`config.mk`:
```
export PLATFORM = sky130hd
export DESIGN_NAME = enemy_fire_scheduler
export DESIGN_NICKNAME = d
export VERILOG_FILES = /design/src/rtl/enemy_fire_scheduler.sv
export SDC_FILE = /design/constraint.sdc
export NUM_CORES = 1
export LEC_CHECK = 0
export BUFFER_PORTS_ARGS = -buffer_cell sky130_fd_sc_hd__buf_2
export CORE_MARGIN = 2
export CORE_UTILIZATION = 60
export DETAILED_ROUTE_END_ITERATION = 6
export GPL_ROUTABILITY_DRIVEN = 0
export HOLD_SLACK_MARGIN = 0.06
export PLACE_DENSITY = 0.88
export SETUP_SLACK_MARGIN = 0.05
export SYNTH_ARGS = -nofsm -noshare
export SYNTH_HDL_FRONTEND = slang
export SYNTH_SLANG_ARGS = --single-unit
```
`constraint.sdc`:
```
create_clock -name i_clk -period 22.1 [get_ports i_clk]
set_clock_uncertainty 0.2 [all_clocks]
set_input_delay 1.105 -clock i_clk [delete_from_list [all_inputs] [get_ports i_clk]]
set_output_delay 1.105 -clock i_clk [all_outputs]
set_load 0.01 [all_outputs]
```
`src/rtl/enemy_fire_scheduler.sv`:
```
// Enemy fire scheduler: round-robin column choice, bottom-most shooter pick,
// and a cooldown that shrinks as enemies die.
module enemy_fire_scheduler #(
  parameter int unsigned COLS        = 8,
  parameter int unsigned ROWS        = 3,
  parameter int unsigned PERIOD_BASE = 10000000,
  parameter int unsigned PERIOD_STEP = 300000,
  parameter int unsigned PERIOD_MIN  = 2000000
) (
  input  logic                   i_clk,
  input  logic                   i_reset,
  input  logic                   i_enable,
  input  logic [COLS*ROWS-1:0]   i_alive,
  input  logic                   i_bullet_busy,
  input  logic                   i_fire_ack,
  output logic                   o_fire_req,
  output logic [3:0]             o_fire_col,
  output logic [1:0]             o_fire_row,
  output logic                   o_no_target,
  output logic [7:0]             o_shots_fired
);

  localparam int unsigned N  = COLS * ROWS;
  localparam int unsigned CW = 4;
  localparam int unsigned RW = 2;
  localparam int unsigned SW = 5;
  localparam int unsigned TW = 32;

  typedef enum logic [1:0] {
    S_IDLE  = 2'd0,
    S_WAIT  = 2'd1,
    S_SCAN  = 2'd2,
    S_ISSUE = 2'd3
  } state_t;

  state_t          r_state;
  logic [TW-1:0]   r_cooldown;
  logic [CW-1:0]   r_rr_ptr;
  logic [CW-1:0]   r_scan_ptr;
  logic [SW-1:0]   r_steps;
  logic            r_fire_req;
  logic [CW-1:0]   r_fire_col;
  logic [RW-1:0]   r_fire_row;
  logic            r_no_target;
  logic [7:0]      r_shots;

  state_t          w_state_nxt;
  logic [TW-1:0]   w_cooldown_nxt;
  logic [CW-1:0]   w_rr_nxt;
  logic [CW-1:0]   w_scan_nxt;
  logic [SW-1:0]   w_steps_nxt;
  logic            w_req_nxt;
  logic [CW-1:0]   w_col_nxt;
  logic [RW-1:0]   w_row_nxt;
  logic            w_nt_nxt;
  logic [7:0]      w_shots_nxt;

  logic [TW-1:0]   w_alive_cnt;
  logic [TW-1:0]   w_dead;
  logic [TW-1:0]   w_cut;
  logic [TW-1:0]   w_reload;
  logic            w_col_hit;
  logic [RW-1:0]   w_col_row;

  function automatic logic [CW-1:0] f_wrap_inc(input logic [CW-1:0] p);
    return (p == CW'(COLS - 1)) ? '0 : p + CW'(1);
  endfunction

  // Cooldown reload: shorter with more dead enemies, floored at PERIOD_MIN
  always_comb begin
    w_alive_cnt = '0;
    for (int i = 0; i < N; i++) begin
      w_alive_cnt = w_alive_cnt + TW'(i_alive[i]);
    end
    w_dead = TW'(N) - w_alive_cnt;
    w_cut  = w_dead * TW'(PERIOD_STEP);
    if (w_cut > TW'(PERIOD_BASE)) begin
      w_reload = TW'(PERIOD_MIN);
    end else if ((TW'(PERIOD_BASE) - w_cut) < TW'(PERIOD_MIN)) begin
      w_reload = TW'(PERIOD_MIN);
    end else begin
      w_reload = TW'(PERIOD_BASE) - w_cut;
    end
  end

  // Column under scan: any living enemy, and the highest (bottom-most) row
  always_comb begin
    w_col_hit = 1'b0;
    w_col_row = '0;
    for (int r = 0; r < ROWS; r++) begin
      for (int c = 0; c < COLS; c++) begin
        if ((CW'(c) == r_scan_ptr) && i_alive[r*COLS + c]) begin
          w_col_hit = 1'b1;
          w_col_row = RW'(r);
        end
      end
    end
  end

  always_comb begin
    w_state_nxt    = r_state;
    w_cooldown_nxt = r_cooldown;
    w_rr_nxt       = r_rr_ptr;
    w_scan_nxt     = r_scan_ptr;
    w_steps_nxt    = r_steps;
    w_req_nxt      = r_fire_req;
    w_col_nxt      = r_fire_col;
    w_row_nxt      = r_fire_row;
    w_nt_nxt       = 1'b0;
    w_shots_nxt    = r_shots;

    if (!i_enable) begin
      w_state_nxt = S_IDLE;
      w_req_nxt   = 1'b0;
    end else begin
      case (r_state)
        S_IDLE: begin
          w_req_nxt      = 1'b0;
          w_state_nxt    = S_WAIT;
          w_cooldown_nxt = w_reload;
        end
        S_WAIT: begin
          if (r_cooldown != '0) begin
            w_cooldown_nxt = r_cooldown - TW'(1);
          end else if (!i_bullet_busy) begin
            w_state_nxt = S_SCAN;
            w_scan_nxt  = r_rr_ptr;
            w_steps_nxt = '0;
          end
        end
        S_SCAN: begin
          if (w_col_hit) begin
            w_col_nxt   = r_scan_ptr;
            w_row_nxt   = w_col_row;
            w_req_nxt   = 1'b1;
            w_state_nxt = S_ISSUE;
          end else if (r_steps == SW'(COLS - 1)) begin
            w_nt_nxt       = 1'b1;
            w_state_nxt    = S_WAIT;
            w_cooldown_nxt = w_reload;
          end else begin
            w_scan_nxt  = f_wrap_inc(r_scan_ptr);
            w_steps_nxt = r_steps + SW'(1);
          end
        end
        S_ISSUE: begin
          // Target stays latched; re-validating alive is downstream's job
          if (i_fire_ack) begin
            w_req_nxt      = 1'b0;
            w_shots_nxt    = r_shots + 8'd1;
            w_rr_nxt       = f_wrap_inc(r_fire_col);
            w_state_nxt    = S_WAIT;
            w_cooldown_nxt = w_reload;
          end
        end
        default: begin
          w_state_nxt = S_IDLE;
        end
      endcase
    end
  end

  always_ff @(posedge i_clk) begin
    if (i_reset) begin
      r_state     <= S_IDLE;
      r_cooldown  <= '0;
      r_rr_ptr    <= '0;
      r_scan_ptr  <= '0;
      r_steps     <= '0;
      r_fire_req  <= 1'b0;
      r_fire_col  <= '0;
      r_fire_row  <= '0;
      r_no_target <= 1'b0;
      r_shots     <= '0;
    end else begin
      r_state     <= w_state_nxt;
      r_cooldown  <= w_cooldown_nxt;
      r_rr_ptr    <= w_rr_nxt;
      r_scan_ptr  <= w_scan_nxt;
      r_steps     <= w_steps_nxt;
      r_fire_req  <= w_req_nxt;
      r_fire_col  <= w_col_nxt;
      r_fire_row  <= w_row_nxt;
      r_no_target <= w_nt_nxt;
      r_shots     <= w_shots_nxt;
    end
  end

  assign o_fire_req    = r_fire_req;
  assign o_fire_col    = r_fire_col;
  assign o_fire_row    = r_fire_row;
  assign o_no_target   = r_no_target;
  assign o_shots_fired = r_shots;

endmodule

```
==> results.yml <==
sta:
  fin_crit_sh: 0.578
  hold_violations: 0
  finalSetupViolCount: 0
  max-slew-margin-rel: 0.288
  slew_violations: 0
  worstMarginPinSlew_ns: 1.07
  fmax_ghz: 0.0783
  tns_ns: 0
  layout_min_cycle_time_ns: 12.78
  rsz0062_at_grt: "false"
route:
  routed_via_density: 6.09
  vias: 7737
  drc: 0
  drt-initial-drc-count: 735
  first_pass_iters: 5
  drt-total-wl_um: 19600
  ant_nets: 0
  wl_per_cell_um: 15.4
setup_path:
  cp_top_family: "adder cells"
  crit_slowest_cell: "o311ai_0"
  critPathLaunchType: "primary input"
  reg2reg_slack_ns: 17.30
  path_common_cell: "fa_1"
  cp-end-kind: "flop"
  r2r_end: "r_cooldown[4]"
  path_class: "in2reg"
  r2r_start: "r_cooldown[10]"
  arrival_ns: 12.74
  cp_max_fo: 13
  cp_num_buf_inv: 8
  crit_required_ns: 22.06
  worst_r2r_path_depth: 13
  crit_path_max_incr_delay_ns: 0.92
clock_tree:
  cts_buffer_depth: 2
  post-cts-setup-buffers: 0
  clock_latency_ns: 0.33
  cts_sinks: 63
  cts_buffers: 9
  cts_tree: "yes"
  cts.repair.resized: 0
  clockRootBuffer: "clkbuf_16"
  holdBufCountCts: 0
  htree_num_levels: 3
  path_clk_slew_ns: 0.05
floorplan:
  rows: 43
  die_h_um: 123
  pin_count: 45
  coreArea_mm2: 0.0139
  start_util: 0.613
  die_w_um: 123
  dieArea_mm2: 0.0151
worst_hold_path:
  hold-path-endpoint: "o_fire_row[0]"
  worstHoldPathCells: 2
  min_from: "o_fire_row[0]"
  min_path_type: "reg2reg"
global_routing:
  antenna_found_initial: 0
  grt_pass1_wl_um: 33400
  grt_max_degree: 54
  gr-total-overflow: 0
  grt_usage: 0.270
  first_global_vias: 7340
logic_synthesis:
  synthTopCellsByArea: "fa_1, dfxtp_1, ha_1, inv_1, nor2_1"
  syn-num-nets: 1259
  synth_largest_area_cell: "fa_1"
  yosysTopAreaCellShare: 0.174
  synth.cells.most_frequent: "inv_1, nor2_1, ha_1"
  synthFlopType: "dfxtp_1"
  synth_edf_count: 0
  yosysWarningCount: 0
  syn_avg_cell_area_um2: 7.96
  netlist_area_mm2: 0.00850
  ys_seq_area_frac: 0.148
  synth-async-reset-ratio: 0
  ys_ff_latch: 63
  synthDistinctLibCells: 77
  yosysMostFrequentCell: "inv_1"
  synth_cells: 1068
job:
  cap_violations: 0
final_layout:
  antenna_cells: 0
  layout-drive-gt1-share: 0.0788
  syn_to_final_growth_pct: 6.69
  finalNetCount: 1279
placement:
  port_buffers: 44
  hpwl_um: 15200
status:
  status: "completed"
cell usage in the layout, fill, tap and decap left out, types with 7 or more instances in the layout:
master     instances
inv_1            166
nor2_1            96
ha_1              88
fa_1              74
nand2_1           70
a21oi_1           65
dfxtp_1           63
o21ai_0           49
buf_2             44
xnor2_1           32
nor3_1            32
xor2_1            25
nand3_1           23
or3_1             16
a22oi_1           16
nand4_1           15
a211oi_1          14
nor4_1            13
nand2b_1          11
o21a_1            10
a31oi_1           10
mux2i_1            9
clkbuf_16          9
or2_2              8
and3_1             8
or4_1              7
per-layer routing:
layer / track usage / vias to the layer above / wire length [um]
met5: 0 / - / 0
met4: 0.0689 / 0 / 306
li1: - / 3718 / -
met1: 0.347 / 3739 / 8580
met2: 0.474 / 246 / 9700
met3: 0.0392 / 34 / 1000
sequential cells by signal, summed over array words and instances (netlist names):
signal and cells:
o_fire_col 4, o_fire_req 1, o_fire_row 2, o_no_target 1, o_shots_fired 8, r_cooldown 32
r_rr_ptr 4, r_scan_ptr 4, r_state 2, r_steps 5
tightest hold or removal path, stage by stage, from the launching register on:
cell and delay [ns]:
dfxtp_1 0.30, nand2_1 0.05, a21oi_1 0.05
area by class of cell:
class	count	area (um2)
clock buffer	12	236
clock inverter	2	10.0
fill	1166	4810
inverter	166	623
multi-input combinational	802	6480
sequential	63	1260
tap	180	225
timing repair buffer	46	235
worst max-delay path by stage:
stage	startpoint	to	slack, ns	cells past startpoint
after global routing	i_alive[4]	r_cooldown[14]	8.41	36
final	i_alive[7]	r_cooldown[14]	9.32	34
after CTS	i_alive[4]	r_cooldown[14]	9.34	36
after global placement	i_alive[4]	r_cooldown[14]	9.30	35
after floorplan	i_alive[4]	r_cooldown[14]	8.18	36
after detailed placement	i_alive[7]	r_cooldown[14]	9.02	36
kinds of logic (layout without fill, tap and decap cells):
logic type / after synthesis / count (layout) / synth area share
fa+ha+maj: 162 / 162 / 0.304
simple gates: 325 / 325 / 0.188
mux: 9 / 9 / 0.0106
compound gates: 249 / 249 / 0.199
xor+xnor: 57 / 57 / 0.0587
buf+inv: 203 / 226 / 0.0909
flops: 63 / 63 / 0.148
through the flow:
step           std cells  setup slack (ns)  hold slack [ns]  area (um2)  utilization
4_1_cts             1271              9.34            0.257        9070        0.654
6_report            1271              9.32            0.253        9070        0.654
3_3_place_gp        1257              9.30            0.235        8830        0.636
3_5_place_dp        1257              9.02            0.252        8830        0.636
2_1_floorplan       1068              8.18            0.236        8500            -
5_1_grt             1271              8.41            0.284        9070        0.654
Power is not shown: default switching activity piles up to over one toggle a cycle in this logic, so the estimate is an artifact.
